<file path="src/rtl/spi_slave_fifo_pkg.sv">
// Shared constants and helpers for the SPI slave FIFO block.
// Mode encoding is {CPOL,CPHA}.
package spi_pkg;

   localparam logic [1:0] SPI_MODE0 = 2'b00;
   localparam logic [1:0] SPI_MODE1 = 2'b01;
   localparam logic [1:0] SPI_MODE2 = 2'b10;
   localparam logic [1:0] SPI_MODE3 = 2'b11;

   localparam int unsigned DEF_WIDTH = 8;
   localparam int unsigned DEF_DEPTH = 4;

   function automatic int unsigned clog2(input int unsigned v);
      int unsigned r;
      r = 0;
      while ((32'd1 << r) < v) r = r + 1;
      return r;
   endfunction

endpackage

</file>
<file path="src/rtl/spi_slave_fifo_sync_fifo.sv">
// sync_fifo: single-clock FIFO with wrap-bit pointers.
// A push while full is taken only when a pop happens in the same cycle.
module sync_fifo
   import spi_pkg::*;
#(
   parameter int unsigned WIDTH = DEF_WIDTH,
   parameter int unsigned DEPTH = DEF_DEPTH
) (
   input  logic             CLK,
   input  logic             reset,
   input  logic             push,
   input  logic [WIDTH-1:0] din,
   input  logic             pop,
   output logic             full,
   output logic             empty,
   output logic [WIDTH-1:0] dout
);

   localparam int unsigned AW = clog2(DEPTH);
   localparam logic [AW:0] ONE = {{AW{1'b0}}, 1'b1};

   logic [AW:0]      wptr_q, wptr_d;
   logic [AW:0]      rptr_q, rptr_d;
   logic [WIDTH-1:0] mem_q [DEPTH];
   logic             do_push, do_pop;

   always_comb begin
      empty   = (wptr_q == rptr_q);
      full    = (wptr_q[AW] != rptr_q[AW]) &&
                (wptr_q[AW-1:0] == rptr_q[AW-1:0]);
      do_pop  = pop & ~empty;
      do_push = push & (~full | do_pop);
      wptr_d  = do_push ? wptr_q + ONE : wptr_q;
      rptr_d  = do_pop ? rptr_q + ONE : rptr_q;
      dout    = empty ? '0 : mem_q[rptr_q[AW-1:0]];
   end

   always_ff @(posedge CLK or posedge reset) begin
      if (reset) begin
         wptr_q <= '0;
         rptr_q <= '0;
      end else begin
         wptr_q <= wptr_d;
         rptr_q <= rptr_d;
      end
   end

   always_ff @(posedge CLK) begin
      if (do_push) mem_q[wptr_q[AW-1:0]] <= din;
   end

endmodule

</file>
<file path="src/rtl/spi_slave_fifo.sv">
// spi_slave_fifo: oversampling SPI slave with RX/TX word FIFOs.
// Define SPI_SLAVE_LOOPBACK_EN to add the loopback echo input.
module spi_slave_fifo
   import spi_pkg::*;
#(
   parameter int unsigned WIDTH     = DEF_WIDTH,
   parameter int unsigned DEPTH     = DEF_DEPTH,
   parameter bit          CPOL      = 1'b0,
   parameter bit          CPHA      = 1'b0,
   parameter bit          LSB_FIRST = 1'b0,
   parameter logic [31:0] IDLE_WORD = 32'h0
) (
   input  logic             CLK,
   input  logic             reset,
`ifdef SPI_SLAVE_LOOPBACK_EN
   input  logic             loopback,
`endif
   input  logic             SCK,
   input  logic             MOSI,
   output logic             MISO,
   input  logic             SSEL,
   output logic [WIDTH-1:0] rx_data,
   output logic             rx_valid,
   input  logic             rx_ready,
   input  logic [WIDTH-1:0] tx_data,
   input  logic             tx_valid,
   output logic             tx_ready,
   output logic             rx_overflow,
   output logic             tx_underflow,
   output logic             busy
);

   localparam int unsigned   CW   = clog2(WIDTH);
   localparam logic [CW-1:0] LAST = CW'(WIDTH - 1);

   logic [2:0]       sck_q, sck_d;
   logic [1:0]       mosi_q, mosi_d;
   logic [2:0]       ssel_q, ssel_d;
   logic [CW-1:0]    bit_cnt_q, bit_cnt_d;
   logic [WIDTH-1:0] rx_shift_q, rx_shift_d;
   logic [WIDTH-1:0] tx_shift_q, tx_shift_d;
   logic             rx_commit_q, rx_commit_d;
   logic             rx_overflow_q, rx_overflow_d;
   logic             tx_underflow_q, tx_underflow_d;

   logic             active, ssel_fall, lead, trail;
   logic             sample, shift, tx_load;
   logic             rx_push, rx_pop, rx_full, rx_empty;
   logic             tx_push, tx_pop, tx_full, tx_empty;
   logic [WIDTH-1:0] tx_dout, tx_wdata;

   // Index [1] is the synchronised level, [2] the previous one.
   always_comb begin
      sck_d     = {sck_q[1:0], SCK};
      mosi_d    = {mosi_q[0], MOSI};
      ssel_d    = {ssel_q[1:0], SSEL};
      active    = ~ssel_q[1];
      ssel_fall = active & ssel_q[2];
      lead      = CPOL ? (~sck_q[1] & sck_q[2]) : (sck_q[1] & ~sck_q[2]);
      trail     = CPOL ? (sck_q[1] & ~sck_q[2]) : (~sck_q[1] & sck_q[2]);
      sample    = active & (CPHA ? trail : lead);
      shift     = active & (CPHA ? lead : trail);
   end

   always_comb begin
      bit_cnt_d   = bit_cnt_q;
      rx_shift_d  = rx_shift_q;
      tx_shift_d  = tx_shift_q;
      rx_commit_d = 1'b0;
      tx_load     = 1'b0;
      if (!active) begin
         bit_cnt_d = '0;
      end else begin
         if (sample) begin
            rx_shift_d = LSB_FIRST ? {mosi_q[1], rx_shift_q[WIDTH-1:1]}
                                   : {rx_shift_q[WIDTH-2:0], mosi_q[1]};
            if (bit_cnt_q == LAST) begin
               bit_cnt_d   = '0;
               rx_commit_d = 1'b1;
            end else begin
               bit_cnt_d = bit_cnt_q + 1'b1;
            end
         end
         // A shift edge at count zero opens a new word in both phases.
         if (shift) begin
            if (bit_cnt_q == '0) tx_load = 1'b1;
            else tx_shift_d = LSB_FIRST ? {1'b0, tx_shift_q[WIDTH-1:1]}
                                        : {tx_shift_q[WIDTH-2:0], 1'b0};
         end
         if (!CPHA && ssel_fall) tx_load = 1'b1;
      end
      if (tx_load) tx_shift_d = tx_empty ? IDLE_WORD[WIDTH-1:0] : tx_dout;
      tx_underflow_d = tx_load & tx_empty;
      rx_overflow_d  = rx_commit_q & rx_full;
   end

   always_comb begin
      rx_push  = rx_commit_q & ~rx_full;
      rx_valid = ~rx_empty;
      rx_pop   = rx_valid & rx_ready;
      tx_pop   = tx_load & ~tx_empty;
`ifdef SPI_SLAVE_LOOPBACK_EN
      tx_ready = ~tx_full & ~loopback;
      tx_push  = loopback ? (rx_push & ~tx_full) : (tx_valid & tx_ready);
      tx_wdata = loopback ? rx_shift_q : tx_data;
`else
      tx_ready = ~tx_full;
      tx_push  = tx_valid & tx_ready;
      tx_wdata = tx_data;
`endif
      MISO         = active & (LSB_FIRST ? tx_shift_q[0]
                                         : tx_shift_q[WIDTH-1]);
      busy         = active;
      rx_overflow  = rx_overflow_q;
      tx_underflow = tx_underflow_q;
   end

   always_ff @(posedge CLK or posedge reset) begin
      if (reset) begin
         sck_q          <= {3{CPOL}};
         mosi_q         <= '0;
         ssel_q         <= '1;
         bit_cnt_q      <= '0;
         rx_shift_q     <= '0;
         tx_shift_q     <= '0;
         rx_commit_q    <= 1'b0;
         rx_overflow_q  <= 1'b0;
         tx_underflow_q <= 1'b0;
      end else begin
         sck_q          <= sck_d;
         mosi_q         <= mosi_d;
         ssel_q         <= ssel_d;
         bit_cnt_q      <= bit_cnt_d;
         rx_shift_q     <= rx_shift_d;
         tx_shift_q     <= tx_shift_d;
         rx_commit_q    <= rx_commit_d;
         rx_overflow_q  <= rx_overflow_d;
         tx_underflow_q <= tx_underflow_d;
      end
   end

   sync_fifo #(.WIDTH(WIDTH), .DEPTH(DEPTH)) u_rx_fifo (
      .CLK   (CLK),
      .reset (reset),
      .push  (rx_push),
      .din   (rx_shift_q),
      .pop   (rx_pop),
      .full  (rx_full),
      .empty (rx_empty),
      .dout  (rx_data)
   );

   sync_fifo #(.WIDTH(WIDTH), .DEPTH(DEPTH)) u_tx_fifo (
      .CLK   (CLK),
      .reset (reset),
      .push  (tx_push),
      .din   (tx_wdata),
      .pop   (tx_pop),
      .full  (tx_full),
      .empty (tx_empty),
      .dout  (tx_dout)
   );

endmodule

</file>
<file path="config.mk">
export PLATFORM = sky130hd
export DESIGN_NAME = spi_slave_fifo
export DESIGN_NICKNAME = d
export VERILOG_FILES = /design/src/rtl/spi_slave_fifo_pkg.sv /design/src/rtl/spi_slave_fifo_sync_fifo.sv /design/src/rtl/spi_slave_fifo.sv
export SDC_FILE = /design/constraint.sdc
export NUM_CORES = 1
export LEC_CHECK = 0
export CAP_MARGIN = 20
export CORE_MARGIN = 10
export CORE_UTILIZATION = 40
export CTS_BUF_LIST = sky130_fd_sc_hd__clkbuf_16
export CTS_CLUSTER_DIAMETER = 30
export DETAILED_ROUTE_END_ITERATION = 10
export SLEW_MARGIN = 20
export SYNTH_ARGS = -nofsm -noshare
export SYNTH_HDL_FRONTEND = slang
export SYNTH_SLANG_ARGS = --single-unit
</file>
<file path="constraint.sdc">
create_clock -name CLK -period 1.9 [get_ports CLK]
set_input_delay 0.285 -clock CLK [delete_from_list [all_inputs] [get_ports CLK]]
set_output_delay 0.285 -clock CLK [all_outputs]
set_load 0.005 [all_outputs]
</file>
Yosys cells after proc, flatten, opt, wreduce, memory -nomap -nowiden
Memories as Yosys holds them, arrays and structs flattened.
Cells that the tools add are included.
- flip-flop bits (word level): 42
- bits in latches: 0
- memory bits (writable): 64
- memory bits (read-only): 0
- bits of input ports: 15
- output and inout bits: 14
- logic and storage cells: 81
- memories kept: 2
- memories (memory ; depth ; bits a word ; rd ports ; clocked after Yosys merged registers in ; wr ports ; line ; RTL):
    u_rx_fifo.mem_q ; 4 ; 8 ; 1 ; 0 ; 1 ; spi_slave_fifo_sync_fifo.sv:24 ; logic [WIDTH-1:0] mem_q [DEPTH];
    u_tx_fifo.mem_q ; 4 ; 8 ; 1 ; 0 ; 1 ; spi_slave_fifo_sync_fifo.sv:24 ;
- $add $sub $neg: 5
- $mul: 0
- divide/modulo/power cells: 0
- magnitude comparators: 0
- eq/ne operators: 9
- shift operators: 0
- muxes and demuxes: 20
- bitwise gates (word level): 25
- reductions and logical operators: 7
- operator list (cell ; count):
    two-way mux 8 bit ; 6
    AND 1 bit ; 16
    adder 3 x 1 -> 3 bit, second input constant ; 5
    two-way mux 1 bit ; 11
    two-way mux 3 bit ; 3
    NOT 1 bit ; 7
    equality test 3 bit ; 2
    equality test 2 bit ; 2
    nonzero test 2 bit ; 2
    equality test 3 bit, second input constant ; 1
    zero test 3 bit ; 1
    AND reduction 3 bit ; 1
    logical AND 1 bit ; 2
    != test 1 bit ; 2
    != test 2 x 1 -> 1 bit, second input constant ; 1
    != test 2 bit, second input constant ; 1
    bitwise OR 1 bit ; 2
    AND reduction 2 bit ; 1

Longest topological paths before layout
- depth in word-level cells: 12
- depth in mapped cells: 6
- gate-level depth less buffers: 6

Hierarchy
From an unflattened synthesis, not the netlist that was laid out.
- cells, all modules: 275
- area total of the unflattened synthesis: 4604.4 um2
- by module, submodules not included (module ; instances ; cells each ; area an instance (um2) ; sequential area each (um2)):
    sync_fifo ; 2 ; 86 ; 1665.3 ; 1111.1
    spi_slave_fifo ; 1 ; 103 ; 1273.7 ; 754.5

Least setup slack after synthesis
Ideal clock, no wire load.
- path kind: reg2reg
- start: register u_tx_fifo.rptr_q[1]
- end: memory u_tx_fifo.mem_q[0][0] in the netlist's numbering, enable pin
- data arrival time: 1.445 ns
- setup slack: 0.177 ns
- cell stages (with the launch flop): 6
- path buffers: 2
- clock period less this slack: 1.723 ns
- cells stage by stage: dfrtp_1 > buf_6 > xor2_2 > or3_1 > buf_6 > and3_1
- elaborated cells between the ends (all ways): 12
- those cells by class: 2 x eq/ne; 2 x mux; 7 x bitwise; 1 x reduce/logical
- RTL lines (item ; line ; RTL):
    start, declared ; spi_slave_fifo_sync_fifo.sv:23 ; logic [AW:0] rptr_q, rptr_d;
    start signal, assigned ; spi_slave_fifo_sync_fifo.sv:44 ; rptr_q <= rptr_d;
    equality test 2 bit * ; spi_slave_fifo_sync_fifo.sv:30 ; (wptr_q[AW-1:0] == rptr_q[AW-1:0]);
    logical AND 1 bit * ; spi_slave_fifo_sync_fifo.sv:29 ; full = (wptr_q[AW] != rptr_q[AW]) &&
    NOT 1 bit * ; spi_slave_fifo.sv:107 ; tx_ready = ~tx_full;
    net tx_ready ; spi_slave_fifo.sv:27 ; output logic tx_ready,
    AND 1 bit or bitwise OR 1 bit (tied branches) ; spi_slave_fifo.sv:108, spi_slave_fifo_sync_fifo.sv:32 ;
    AND 1 bit * ; spi_slave_fifo_sync_fifo.sv:32 ; do_push = push & (~full | do_pop);
    two-way mux 1 bit * ; spi_slave_fifo_sync_fifo.sv:49 ; if (do_push) mem_q[wptr_q[AW-1:0]] <= din;
    two-way mux 1 bit (not written as such) * ; spi_slave_fifo_sync_fifo.sv:49 ;
    end, declared ; spi_slave_fifo_sync_fifo.sv:24 ;
The timed path passes the listed nets; every way through them passes the cells marked *.

Worst setup path after layout
- start: register u_rx_fifo.rptr_q[0]
- end: output port rx_data[5]
- cells in the longest elaborated chain, start to end: 2
- elaborated cells between the ends (all ways): 3
- those cells by class: 1 x eq/ne; 1 x mux; 1 x memory
- ends and longest elaborated chain (item ; line ; RTL):
    start, declared ; spi_slave_fifo_sync_fifo.sv:23 ;
    start signal, assigned ; spi_slave_fifo_sync_fifo.sv:44 ;
    memory read (4 x 8 bit) or equality test 3 bit (tied branches) ; n/a ;
    two-way mux 8 bit * ; spi_slave_fifo_sync_fifo.sv:35 ; dout = empty ? '0 : mem_q[rptr_q[AW-1:0]];
    end, declared ; spi_slave_fifo.sv:22 ; output logic [WIDTH-1:0] rx_data,
Every way passes the cells marked *; elsewhere a longest branch is shown, timed or not.

==> results.md <==
- Final hold violations: 0
- Starting Density: 40.5%
- CTS tree: done
- Non-filler instance count after layout: ~450
- Die area: 15500 µm²
- Most common cell on crit path: buf_6
- Ys Warns: 0
- Via density: 4.71
- Worst R2R Start: u_tx_fifo.rptr_q[0]
- Share of synthesized area occupied by flip-flops and latches: between 60% and 70%
- Vias in the first global route: around 2200
- Crit path kind: reg -> out
- Drt initial violations: 78
- Mapped Avg Cell Area: between 15 and 20 µm²
- Failing checks: negative setup slack
- Relative slew slack: 63.0%
- Initial antenna violation count: 0
- Register-to-register setup slack: 0.11 ns
- Top Metal Used: met4
- Layout cells sized above 1: 30.3%
- Sequential cell area: 2980 µm²
- Core area: 10700 µm²
- Cell area after placement: around 5000 µm²
- Pwr dens: 1390 nW/µm²
- Clk_lat worst skew: between 0.3 and 0.4 ns
- First-pass GRT wire length: 11.5 mm
- Final setup violation count: 7
- RSZ-0062 raised after global routing: true
- Startpoint Class: flip-flop
- Syn nets: 278
- Worst Tran Pin Value: 0.555 ns
- Final Cell Area: ~5400 µm²
- CP arrival: 1.66 ns
- CTS Buffer Depth: 2
- Final HPWL DP: between 4 and 5 mm
- Worst Setup End Kind: output port
- Cts hold-fix bufs: 0
- Number of diodes: 0
- Dpl cells: 431
- Min-delay worst type: in -> async
- Final slew viol count: 0
- Leak: 2.10 nW
- Number of max-cap violations: 0
- Clk_skew: 0.00879 ns
- Number of port buffers: 28
- Post-layout util: 49.8%
- Crit path max-delay cell type: mux4_2
- Mapped Area: about 4400 µm²
- Crit path cell chain: buf_6, mux4_2, and2_4, buf_6
- Cells on worst reg2reg path: 4
- Worst R2R End: u_tx_fifo.mem_q[1][7]
- FP Rows: 38
- Sink Count: 106
- Final Wtd Congestion: 0.778
- Area growth syn-to-layout: 22.9%
- GRT overflow: 0
- Die H: 124 µm
- CP bufs+invs: 2
- Drt drc: 0
- Routed wl met2: 3.36 mm
- Worst endpoint required time: ~1.6 ns
- GRT Overall Usage: 8.90%
- DR WL/cell: 14.8 µm
- Max Fclk: between 0.5 and 0.6 GHz
- Post-Route WL: 6.71 mm
- Multi-input gate area: around 1300 µm²
- Die Wd: 124 µm
- Final layout net count: 337
- Crit path max fanout: 6
- Min Tclk post-route: between 1.5 and 2 ns
- Metal3 WL: 259 µm
- Fillers: 924
- CP delay by family, top: multiplexers
- Number of synthesized register bits: ~110
- Status: finished with violations
- IO Pins: 29
- Distinct cells, synth: 41
- Largest net degree at the start of global routing: 21
- Num CTS Buffers: 9
- WL met1: 3.00 mm
- Peak supply drop: about 0.00066 V
- Crit share post-route: 102%
- Post-route ant nets: 0
- Syn Inst Count: 250
- Setup Slack @ Placement: -0.0107 ns
- Depth of the CTS H-tree: 3
- Setup ws final: -0.0446 ns
- Crit path largest cell delay: 0.50 ns
- Pre-Repair DR Iteration Count: 4
- Critical Path Stages: 4
- DR vias: between 2000 and 2500
- Tot Pwr: approximately 7.5 mW
- Root Driver: clkbuf_16
- Clk slew on worst S/H paths: 0.07 ns
-- how the worst max path moves through the flow --
stage                        start                    end  slack [ns]
2_1_floorplan  u_tx_fifo.rptr_q[1]  u_tx_fifo.mem_q[0][0]        0.18
3_3_place_gp   u_rx_fifo.rptr_q[0]             rx_data[0]      -0.006
5_1_grt        u_rx_fifo.rptr_q[0]             rx_data[5]       -0.11
6_report       u_rx_fifo.rptr_q[0]             rx_data[5]       -0.04
4_1_cts        u_rx_fifo.rptr_q[0]             rx_data[2]       -0.09
3_5_place_dp   u_rx_fifo.rptr_q[0]             rx_data[2]       -0.01
-- power breakdown --
group,total (mW),switching [mW],internal (mW)
registers,3.25,0.276,2.98
logic,2.30,0.948,1.35
clock network,1.91,0.855,1.06
total,7.46,2.08,5.38
-- worst register-to-register path: stages (launching register included) --
cell and delay (ns):
dfrtp_1 0.42, xor2_2 0.21, or3_4 0.39, buf_4 0.16, and3_1 0.32
-- Yosys cell counts, drive strengths merged --
library cell | count | area (µm²)
edfxtp | 64 | 1920
dfrtp | 39 | 976
inv | 19 | 71.3
mux4 | 16 | 387
and2 | 14 | 87.6
ha | 13 | 163
mux2 | 11 | 124
o21ai | 8 | 40.0
nor2 | 7 | 28.8
o221a | 7 | 78.8
xnor2 | 7 | 61.3
xor2 | 7 | 76.3
buf | 6 | 51.3
and3 | 4 | 30.0
a21oi | 3 | 18.8
dfstp | 3 | 78.8
nand2 | 3 | 13.8
nor2b | 3 | 18.8
clkbuf | 2 | 7.51
nand3 | 2 | 10.0
nor3b | 2 | 26.3
a31oi | 1 | 12.5
and3b | 1 | 8.76
mux2i | 1 | 10.0
nand2b | 1 | 6.26
nand3b | 1 | 7.51
nand4bb | 1 | 11.3
nor3 | 1 | 5.00
o2111ai | 1 | 8.76
o2bb2ai | 1 | 8.76
or3 | 1 | 6.26
-- flip-flops by register name, summed over array words and instances (netlist names) --
register,cells
u_tx_fifo.wptr_q,3
tx_shift_q,8
tx_underflow,1
u_rx_fifo.mem_q,32
mosi_q,2
sck_q,3
u_rx_fifo.wptr_q,3
u_tx_fifo.rptr_q,3
u_tx_fifo.mem_q,32
bit_cnt_q,3
rx_overflow,1
rx_commit_q,1
u_rx_fifo.rptr_q,3
ssel_q,3
rx_shift_q,8
-- cell type report --
class                   count  share of cell area (%)
multi-input cells         117                    24.1
repair buffers             56                    9.77
inverters                  19                    1.33
flip-flops and latches    106                    55.6
clock inverters             7                    1.73
well taps                 140                    3.27
clock buffers               9                    4.21
-- placed cells by master (no fill, tap or decap), drive strengths merged, types with 2 or more instances in the layout --
cell type,Yosys,final
a21oi,3,3
clkbuf,2,9
xor2,7,7
o21ai,8,8
edfxtp,64,64
nor2b,3,3
clkinv,0,3
nor2,7,7
inv,19,22
dfstp,3,3
and3,4,4
mux4,16,16
o221a,7,7
and2,14,14
mux2,11,11
nor3b,2,2
nand2,3,3
xnor2,7,7
clkdlybuf4s50,0,18
nand3,2,2
dfrtp,39,39
ha,13,13
buf,6,37
-- logic make-up after synthesis --
kind of cell / share of synthesized area [%]
buffers and inverters: 2.99
xor gates and xnor gates: 3.16
muxes: 12.0
and+or+nand+nor: 5.98
AOI/OAI and AO/OA: 3.85
adders and majority gates: 3.73
DFF: 68.3
-- stage by stage --
stage / TNS [ns] / hold WS [ns]
3_3_place_gp: -0.0102 / 0.334
4_1_cts: -0.704 / 0.259
3_5_place_dp: -0.0174 / 0.336
6_report: -0.173 / 0.256
2_1_floorplan: 0 / 0.289
5_1_grt: -0.680 / 0.293
-- timing repair --
item                                    CTS  global route
endpoints found under the setup margin   10            42
buffers inserted                          5             2
pin swaps                                10             3
hold endpoints to repair                  0             0
gates resized for setup                  47             5
gates cloned                              2             0
-- layer usage --
layer | vias to the layer above | GRT usage, %
li1 | 1048 | -
met1 | 1043 | 10.6
met2 | 39 | 14.8
met3 | 10 | 2.64
met4 | 0 | 3.29
met5 | - | 0
Note: power is estimated with default switching activity, not from simulation.
